File: src/rtl/key_pkg.sv
// key_pkg
// Shared types and helpers for the push-button front end.
//   key_state_e : per-channel debounce state, gray encoded so that every
//                 legal transition flips a single bit (matches the control FSM).
//   cnt_width() : width of the debounce counter for a given cycle count.
package key_pkg;

    typedef enum logic [1:0] {
        IDLE         = 2'b00,
        PRESS_WAIT   = 2'b01,
        HELD         = 2'b11,
        RELEASE_WAIT = 2'b10
    } key_state_e;

    // One spare bit above $clog2 so the terminal value always fits.
    function automatic int cnt_width(input int cycles);
        return $clog2(cycles) + 1;
    endfunction

endpackage

File: src/rtl/key_pulse_generator_if.sv
// key_pulse_generator_if
// Button bus between the board pins / bench and the pulse generator.
//   key_raw  : raw button levels, asynchronous to clk
//   keys     : one-cycle press pulses, zero or one-hot
//   key_held : debounced pressed level per button
// master drives the raw levels, slave (the generator) drives the results.
interface key_pulse_generator_if #(
    parameter int NUM_KEYS = 4
);
    logic [NUM_KEYS-1:0] key_raw;
    logic [NUM_KEYS-1:0] keys;
    logic [NUM_KEYS-1:0] key_held;

    modport master (output key_raw, input keys, input key_held);
    modport slave  (input key_raw, output keys, output key_held);
endinterface

File: src/rtl/key_debounce.sv
// key_debounce
// One button channel: two-flop synchroniser, polarity normalisation,
// debounce counter and press/release state machine.
//   clk, reset  : system clock, asynchronous active-high reset
//   key_raw     : raw button level
//   press_event : registered, high for one cycle when a press is accepted
//   held        : registered debounced pressed level; rises together with
//                 the top-level pulse, falls when release debounce completes
module key_debounce
    import key_pkg::*;
#(
    parameter int DEBOUNCE_CYCLES = 500000,
    parameter int ACTIVE_LOW      = 1
) (
    input  logic clk,
    input  logic reset,
    input  logic key_raw,
    output logic press_event,
    output logic held
);

    localparam int             CW       = cnt_width(DEBOUNCE_CYCLES);
    localparam logic [CW-1:0]  TERM     = CW'(DEBOUNCE_CYCLES - 1);
    localparam logic           RELEASED = (ACTIVE_LOW != 0);

    logic [1:0]    sync;
    logic          pressed;
    key_state_e    state, state_d;
    logic [CW-1:0] cnt, cnt_d;
    logic          event_d;
    logic          release_done;

    // Synchroniser resets to the released level so a button held through
    // reset has to be debounced again from scratch.
    always_ff @(posedge clk or posedge reset) begin
        if (reset) sync <= {2{RELEASED}};
        else       sync <= {sync[0], key_raw};
    end

    assign pressed = sync[1] ^ RELEASED;

    always_comb begin
        state_d      = state;
        cnt_d        = cnt;
        event_d      = 1'b0;
        release_done = 1'b0;
        case (state)
            IDLE: begin
                cnt_d = '0;
                if (pressed) begin
                    state_d = PRESS_WAIT;
                    cnt_d   = CW'(1);
                end
            end
            PRESS_WAIT: begin
                if (!pressed) begin
                    state_d = IDLE;
                    cnt_d   = '0;
                end else if (cnt == TERM) begin
                    state_d = HELD;
                    cnt_d   = '0;
                    event_d = 1'b1;
                end else begin
                    cnt_d = cnt + CW'(1);
                end
            end
            HELD: begin
                cnt_d = '0;
                if (!pressed) begin
                    state_d = RELEASE_WAIT;
                    cnt_d   = CW'(1);
                end
            end
            RELEASE_WAIT: begin
                if (pressed) begin
                    state_d = HELD;
                    cnt_d   = '0;
                end else if (cnt == TERM) begin
                    state_d      = IDLE;
                    cnt_d        = '0;
                    release_done = 1'b1;
                end else begin
                    cnt_d = cnt + CW'(1);
                end
            end
            default: begin
                state_d = IDLE;
                cnt_d   = '0;
            end
        endcase
    end

    // held is set one cycle after the event so it lines up with the
    // registered pulse at the top, but drops on the debounce-complete edge.
    always_ff @(posedge clk or posedge reset) begin
        if (reset) begin
            state       <= IDLE;
            cnt         <= '0;
            press_event <= 1'b0;
            held        <= 1'b0;
        end else begin
            state       <= state_d;
            cnt         <= cnt_d;
            press_event <= event_d;
            if (press_event)       held <= 1'b1;
            else if (release_done) held <= 1'b0;
        end
    end

endmodule

File: src/rtl/key_pulse_generator.sv
// key_pulse_generator
// Turns raw bouncing push-button levels into clean single-cycle press
// pulses for the stopwatch / code-lock control FSM.
//   clk, reset : system clock, asynchronous active-high reset
//   bus.key_raw  (in)  : raw button levels, asynchronous
//   bus.keys     (out) : registered press pulses, zero or one-hot
//   bus.key_held (out) : debounced pressed level per button
// Simultaneous press events resolve to the lowest index (KEY[0] is the
// stopwatch reset and always wins); losers are dropped, not queued.
module key_pulse_generator
    import key_pkg::*;
#(
    parameter int NUM_KEYS        = 4,
    parameter int DEBOUNCE_CYCLES = 500000,
    parameter int ACTIVE_LOW      = 1
) (
    input  logic                  clk,
    input  logic                  reset,
    key_pulse_generator_if.slave  bus
);

    logic [NUM_KEYS-1:0] press_ev;
    logic [NUM_KEYS-1:0] held;
    logic [NUM_KEYS-1:0] winner;
    logic [NUM_KEYS-1:0] keys_q;

    for (genvar g = 0; g < NUM_KEYS; g++) begin : g_ch
        key_debounce #(
            .DEBOUNCE_CYCLES (DEBOUNCE_CYCLES),
            .ACTIVE_LOW      (ACTIVE_LOW)
        ) u_ch (
            .clk         (clk),
            .reset       (reset),
            .key_raw     (bus.key_raw[g]),
            .press_event (press_ev[g]),
            .held        (held[g])
        );
    end

    // Isolate the lowest set bit: x & -x.
    assign winner = press_ev & (~press_ev + NUM_KEYS'(1));

    always_ff @(posedge clk or posedge reset) begin
        if (reset) keys_q <= '0;
        else       keys_q <= winner;
    end

    assign bus.keys     = keys_q;
    assign bus.key_held = held;

endmodule

File: src/flat_wrapper.sv
// flat-port wrapper written by rule: the top's interface ports become plain ports
module key_pulse_generator_flat import key_pkg::*;
#(
    parameter int NUM_KEYS        = 4,
    parameter int DEBOUNCE_CYCLES = 500000,
    parameter int ACTIVE_LOW      = 1
)
  (clk, reset, bus_key_raw, bus_keys, bus_key_held);
  key_pulse_generator_if #(.NUM_KEYS(NUM_KEYS)) bus_i ();
  input  logic clk;
  input  logic reset;
  input wire logic [$bits(bus_i.key_raw)-1:0] bus_key_raw;
  output wire logic [$bits(bus_i.keys)-1:0] bus_keys;
  output wire logic [$bits(bus_i.key_held)-1:0] bus_key_held;
  assign bus_i.key_raw = bus_key_raw;
  assign bus_keys = bus_i.keys;
  assign bus_key_held = bus_i.key_held;
  key_pulse_generator #(.NUM_KEYS(NUM_KEYS), .DEBOUNCE_CYCLES(DEBOUNCE_CYCLES), .ACTIVE_LOW(ACTIVE_LOW)) u_core (.clk(clk), .reset(reset), .bus(bus_i));
endmodule
File: config.mk
export PLATFORM = sky130hd
export DESIGN_NAME = key_pulse_generator_flat
export DESIGN_NICKNAME = d
export VERILOG_FILES = /design/src/rtl/key_pkg.sv /design/src/rtl/key_pulse_generator_if.sv /design/src/rtl/key_debounce.sv /design/src/rtl/key_pulse_generator.sv /design/src/flat_wrapper.sv
export SDC_FILE = /design/constraint.sdc
export NUM_CORES = 1
export LEC_CHECK = 0
export ABC_AREA = 0
export ABC_CLOCK_PERIOD_IN_PS = 3600
export CORE_MARGIN = 2
export CORE_UTILIZATION = 64
export DETAILED_ROUTE_END_ITERATION = 6
export DONT_BUFFER_PORTS = 1
export PLACE_DENSITY = 0.8
export SETUP_SLACK_MARGIN = 0.1
export SLEW_MARGIN = 20
export SYNTH_ARGS = -nofsm -noshare
export SYNTH_HDL_FRONTEND = slang
export SYNTH_SLANG_ARGS = --single-unit
File: constraint.sdc
create_clock -name clk -period 3.6 [get_ports clk]
set_input_delay 0.36 -clock clk [delete_from_list [all_inputs] [get_ports clk]]
set_output_delay 0.36 -clock clk [all_outputs]
set_load 0.02 [all_outputs]
Word-level counts from Yosys, hierarchy flattened
Index checks and enable logic that the tools add are counted.
Word-level totals
  register bits after elaboration: 108
  bits in latches: 0
  memory bits (writable): 0
  memory bits (read-only): 0
  input bits: 6
  output and inout port bits: 8
  memories: 0
Cells by class
  $add $sub $neg: 5
  multiply operators: 0
  div/mod/pow operators: 0
  $lt $le $gt $ge: 0
  eq/ne operators: 32
  shift-type cells: 0
  mux-type cells: 80
  bitwise operators: 2
  reduce and logical (&&, ||, !) cells: 12
Operator list (count)
  20-bit case mux with 4 select lines: 4
  20-bit 2-to-1 mux: 12
  20-bit by 1-bit adder with 20-bit output, second input constant: 4
  20-bit by 19-bit equality test with 1-bit output, second input constant: 4
  2-bit 2-to-1 mux: 24
  1-bit 2-to-1 mux: 36
  2-bit case mux with 4 select lines: 4
  3-bit inequality test, second input constant: 8
  2-bit equality test, second input constant: 8
  2-bit inequality test, second input constant: 8
  4-bit AND reduction: 4
  2-bit by 1-bit equality test with 1-bit output, second input constant: 4
  2-bit zero test: 4
  2-bit nonzero test: 4
  4-bit by 1-bit adder with 4-bit output, second input constant: 1
  4-bit AND: 1
  4-bit inverter: 1

Longest topological paths before layout
  word-level depth: 6
  depth in mapped cells: 9

By module
Synthesis repeated with hierarchy kept, for this count alone.
Second synthesis, totals
  cells, all modules: 575
  area, all modules: 5748.0 um2
Modules (own cells, without submodules)
  key_debounce at u_core.g_ch[1].u_ch ...: times used 2, cells an instance 142, area an instance 1386.3 um2
  key_debounce at u_core.g_ch[0].u_ch: times used 1, cells an instance 151, area an instance 1515.2 um2
  key_debounce at u_core.g_ch[3].u_ch: times used 1, cells an instance 132, area an instance 1325.0 um2
  key_pulse_generator: times used 1, cells an instance 8, area an instance 135.1 um2

Worst setup path before layout
OpenSTA, ideal clock, no wires.
  path type: flip-flop to flip-flop
  start point: register u_core.g_ch[2].u_ch.cnt[12]
  end point: register u_core.g_ch[2].u_ch.cnt[11]
  library setup time: 0.119 ns
  arrival: 1.959 ns
  data required time: 3.481 ns
  slack: 1.523 ns
  stages on the path, launching flop included: 8
  path buffers: 2
  path through: dfrtp_1 > or4_1 > or4_4 > o21ai_4 > or2b_1 > buf_6 > buf_8 > nor2_1
Between the ends
  cells in the longest elaborated chain, start to end: 4
  elaborated cells between the ends (all ways): 5
  those cells by class: 1 x eq/ne; 4 x mux
Ends and longest elaborated chain
  start: declaration: RTL line key_debounce.sv:29  | logic [CW-1:0] cnt, cnt_d;
  start signal: assignment: RTL line key_debounce.sv:103  | cnt <= cnt_d;
  20-bit by 19-bit equality test with 1-bit output *: RTL line key_debounce.sv:59, key_debounce.sv:78
  20-bit 2-to-1 mux *: RTL line key_debounce.sv:59, key_debounce.sv:78
  20-bit 2-to-1 mux, on equally long branches: RTL line key_debounce.sv:75, key_debounce.sv:56
  20-bit case mux with 4 select lines *: RTL line key_debounce.sv:47  | case (state)
  net u_core.g_ch[2].u_ch.cnt_d[11]: RTL line key_debounce.sv:29
Mark *: on every way through the listed nets, which the timed path passes. The rest lies on a longest branch.
A chain may end at the register's enable or synchronous reset.

Final worst setup path
  start point: register u_core.g_ch[2].u_ch.cnt[0]
  end point: register u_core.g_ch[2].u_ch.cnt[11]
Between the ends
  cells in the longest elaborated chain, start to end: 4
  elaborated cells between the ends (all ways): 6
  those cells by class: 1 x add/sub; 1 x eq/ne; 4 x mux
Ends and longest elaborated chain (RTL line)
  20-bit by 1-bit adder with 20-bit output or 20-bit by 19-bit equality test with 1-bit output (tied branches)
  20-bit 2-to-1 mux *: key_debounce.sv:59, key_debounce.sv:78
  20-bit 2-to-1 mux, on equally long branches: key_debounce.sv:75, key_debounce.sv:56
  20-bit case mux with 4 select lines *: key_debounce.sv:47
  net u_core.g_ch[2].u_ch.cnt_d[11]: key_debounce.sv:29
Marks and branches as above.

==> load_flow_metrics.sql <==
INSERT INTO impl_metrics (metric_group, metric, value, unit) VALUES
('outcome', 'outcome', 'complete, but fails checks', ''),
('outcome', 'failing_checks', 'hold timing', ''),
('global_routing', 'vias_in_the_first_global_route', '3634', ''),
('timing', 'final_period_minus_worst_setup_slack', '2.523', 'ns'),
('worst_setup_path', 'crit_path_buf_inv_count', '0', ''),
('timing', 'layout_worst_path_cycle_share', '70.08', '%'),
('power_and_ir_drop', 'total_leakage_power', '2.426', 'nW'),
('worst_setup_path', 'critPathCaptureType', 'flip-flop', ''),
('job', 'max-cap-violations', '0', ''),
('synth', 'yosysWarningCount', '0', ''),
('synth', 'number_of_enable_flip_flop_cells_after_synthesis', '0', ''),
('power_and_ir_drop', 'sum_of_internal_switching_and_leakage_power', '0.002858', 'W'),
('finish', 'number_of_inserted_diodes', '0', ''),
('timing', 'hold_ws', '-0.01455', 'ns'),
('timing', 'finalMaxSlewViolations', '0', ''),
('worst_setup_path', 'critPathRequiredTime', '3.83', 'ns'),
('route', 'routed_wl', '9683', 'um'),
('power_and_ir_drop', 'seq_power_share', '49.0', '%'),
('route', 'drtAntennaViolNets', '0', ''),
('floorplan', 'rows', '33', ''),
('route', 'vias', '3815', ''),
('timing', 'max_slew.worst_pin.slew', '0.8787', 'ns'),
('synth', 'avgSynthCellArea', '9.674', 'um2'),
('clock_tree', 'htree_num_levels', '3', ''),
('synth', 'synth.yosys.seq_area_share', '50.07', '%'),
('timing', 'clock-skew-final', '0.009489', 'ns'),
('worst_setup_path', 'critical_path_arrival', '2.75', 'ns'),
('synth', 'synth_largest_type_area_fraction', '46.19', '%'),
('synth', 'ys.flop_type', 'dfrtp_1', ''),
('worst_setup_path', 'cp-start-kind', 'flip-flop', ''),
('finish', 'fin_nets', '586', ''),
('floorplan', 'fp.dieW', '96.01', 'um'),
('global_routing', 'global_route_wire_length_before_repair', '16650', 'um'),
('clock_tree', 'cts_buffers', '9', ''),
('synth', 'library_cell_with_the_largest_summed_area_after_synthesis', 'dfrtp_1', ''),
('timing', 'maxClockFrequency', '396.4', 'MHz'),
('clock_tree', 'maximum_root_to_sink_buffer_count', '2', ''),
('global_routing', 'initial_antenna_violation_count', '0', ''),
('finish', 'ff_latch_area', '2713', 'um2'),
('worst_setup_path', 'timing.critical_path.slowest_cell_delay', '0.61', 'ns'),
('global_routing', 'gr_usage_total', '23.10', '%'),
('synth', 'postSynthRegisterBits', '108', ''),
('synth', 'syn-instance-count', '560', ''),
('floorplan', 'floorplan.initialDensity', '65.94', '%'),
('floorplan', 'io_pins', '14', ''),
('worst_setup_path', 'crit_path_cell_trace', 'ha_1 > nand4_1 > or4_4 > o21ai_4 > or2b_1 > nor2_1', ''),
('placement', 'dpl.hpwl', '6637', 'um'),
('placement', 'io_buffers', '0', ''),
('worst_setup_path', 'setup.worst_path.class', 'flip-flop to flip-flop', ''),
('timing', 'final_hold_viol_count', '14', ''),
('route', 'number_of_drc_violations_after_detailed_routing', '0', ''),
('route', 'firstDrtPassIters', '5', ''),
('power_and_ir_drop', 'combinational_share_of_power', '25.1', '%'),
('clock_tree', 'tritoncts', 'done', ''),
('route', 'detail_route.iter0.violations', '130', ''),
('power_and_ir_drop', 'power.density_cell_area', '501.9', 'nW/um2'),
('worst_setup_path', 'path_depth', '6', ''),
('finish', 'drive_gt1_share', '6.018', '%'),
('clock_tree', 'cts.reportedPaths.clkPinSlew', '0.10', 'ns'),
('synth', 'synth.area.top_cells', 'dfrtp_1 (46%), nor2_1 (7.3%), xor2_1 (6.3%), xnor2_1 (5.3%), ha_1 (4.6%)', ''),
('finish', 'multi_input_area', '2507', 'um2'),
('floorplan', 'chipHeight', '96.01', 'um'),
('worst_setup_path', 'critical_path_peak_fanout', '19', ''),
('power_and_ir_drop', 'switching_share', '33.42', '%'),
('clock_tree', 'numClockSinks', '108', ''),
('clock_tree', 'insertion_delay', '0.37', 'ns'),
('synth', 'asyncSetResetFlopFracSynth', '100.0', '%'),
('power_and_ir_drop', 'ir_worst_vdd', '333.8', 'uV'),
('worst_setup_path', 'worst_path_max_delay_cell', 'or4_4', ''),
('global_routing', 'grt_start_max_net_pins', '64', ''),
('power_and_ir_drop', 'p_switching', '0.0009552', 'W');
[kinds of logic after synthesis]
group,Yosys count,synth area share (%)
buffers and inverters,41,3.649
xor gates and xnor gates,72,11.64
muxes,2,0.3695
adders and majority gates,20,4.619
AOI/OAI and AO/OA,37,4.665
DFF,108,50.07
and+or+nand+nor,280,24.99
[synth_stat cells (4+ instances only)]
cell / count
a21oi_1: 11
nor3_1: 15
and3_1: 8
nand2b_1: 5
buf_4: 5
inv_1: 24
nor4_1: 10
xor2_1: 39
nor2_1: 105
or4_1: 4
ha_1: 20
nand2_1: 47
clkbuf_1: 5
o21ai_0: 7
dfstp_2: 8
or2_2: 6
xnor2_1: 33
buf_2: 5
nand3_1: 33
dfrtp_1: 100
a22o_1: 4
nand4_1: 23
[timing repair]
item / 4_1_cts / 5_1_grt
hold endpoints to repair: 4 / 0
gates resized for setup: 0 / 0
buffers inserted: 0 / 0
hold buffers: 4 / 0
[cell usage in the layout (no fill, tap or decap), types with 5 or more instances in the layout]
cell | netlist | routed
o21ai_0 | 7 | 7
or2_2 | 6 | 6
nor4_1 | 10 | 10
dfrtp_1 | 100 | 100
a21oi_1 | 11 | 11
nand2b_1 | 5 | 5
dfstp_2 | 8 | 8
xnor2_1 | 33 | 33
ha_1 | 20 | 20
clkbuf_8 | 0 | 9
nor2_1 | 105 | 105
nor3_1 | 15 | 15
inv_1 | 24 | 23
and3_1 | 8 | 8
nand4_1 | 23 | 23
xor2_1 | 39 | 39
nand3_1 | 33 | 33
nand2_1 | 47 | 47
[layer usage]
layer  share of wire [%]  up-vias  global-route usage, %
met4                 2.1        0                  7.262
li1                    -     1879                      -
met1                  47     1847                  31.86
met2                  48       74                  36.86
met5                   0        -                      0
met3                 3.1       15                  4.855
[layout make-up]
| cell class | instances | area share, % |
|---|---|---|
| clock buffer | 10 | 2.241 |
| clock inverter | 6 | 1.208 |
| inverter | 24 | 1.626 |
| multi-input combinational | 411 | 44.02 |
| sequential | 108 | 47.63 |
| tap | 105 | 2.307 |
| timing repair buffer | 6 | 0.9666 |
[final timing paths]
check / start / endpoint / slack (ns)
min in group clk: u_core.g_ch[2].u_ch.sync[0]$_DFF_PP1_ / u_core.g_ch[2].u_ch.sync[1]$_DFF_PP1_ / 0.36
worst max register to register: u_core.g_ch[2].u_ch.cnt[0]$_DFF_PP0_ / u_core.g_ch[2].u_ch.cnt[11]$_DFF_PP0_ / 1.08
worst min register to register: u_core.g_ch[2].u_ch.sync[0]$_DFF_PP1_ / u_core.g_ch[2].u_ch.sync[1]$_DFF_PP1_ / 0.36
worst max-delay path: u_core.g_ch[2].u_ch.cnt[0]$_DFF_PP0_ / u_core.g_ch[2].u_ch.cnt[11]$_DFF_PP0_ / 1.08
max in group asynchronous: reset / u_core.g_ch[3].u_ch.sync[1]$_DFF_PP1_ / 2.74
worst min-delay path: reset / u_core.g_ch[3].u_ch.held$_DFFE_PP0P_ / -0.01
[flip-flops by register name, indices dropped and copies added, names as in the netlist]
| signal | cells |
|---|---|
| u_core.g_ch.u_ch.state | 8 |
| u_core.g_ch.u_ch.press_event | 4 |
| u_core.g_ch.u_ch.sync | 8 |
| u_core.g_ch.u_ch.cnt | 80 |
| u_core.bus.keys | 4 |
| u_core.g_ch.u_ch.held | 4 |
[power groups by stage]
stage / registers [W] / logic [W] / clock network, W
2_1_floorplan: 0.00140 / 0.000625 / 0
3_5_place_dp: 0.00142 / 0.000711 / 0
6_report: 0.00140 / 0.000717 / 0.000740
3_3_place_gp: 0.00142 / 0.000674 / 0
4_1_cts: 0.00140 / 0.000720 / 0.000761
5_1_grt: 0.00142 / 0.000821 / 0.000811
[through the flow]
step                      utilization (%)  setup WS [ns]  hold WS, ns  instances  area, um2
final                               69.32          1.077     -0.01455        670       5695
after global routing                69.32         0.8402      0.03607        670       5695
after CTS                           69.32          1.095      0.02240        670       5695
after detailed placement            66.44          1.099       0.3468        650       5459
after global placement              66.44          1.245       0.3454        650       5459
after floorplan                         -         0.4076       0.3452        560       5418
No activity file was read; power rests on OpenSTA's default activity.
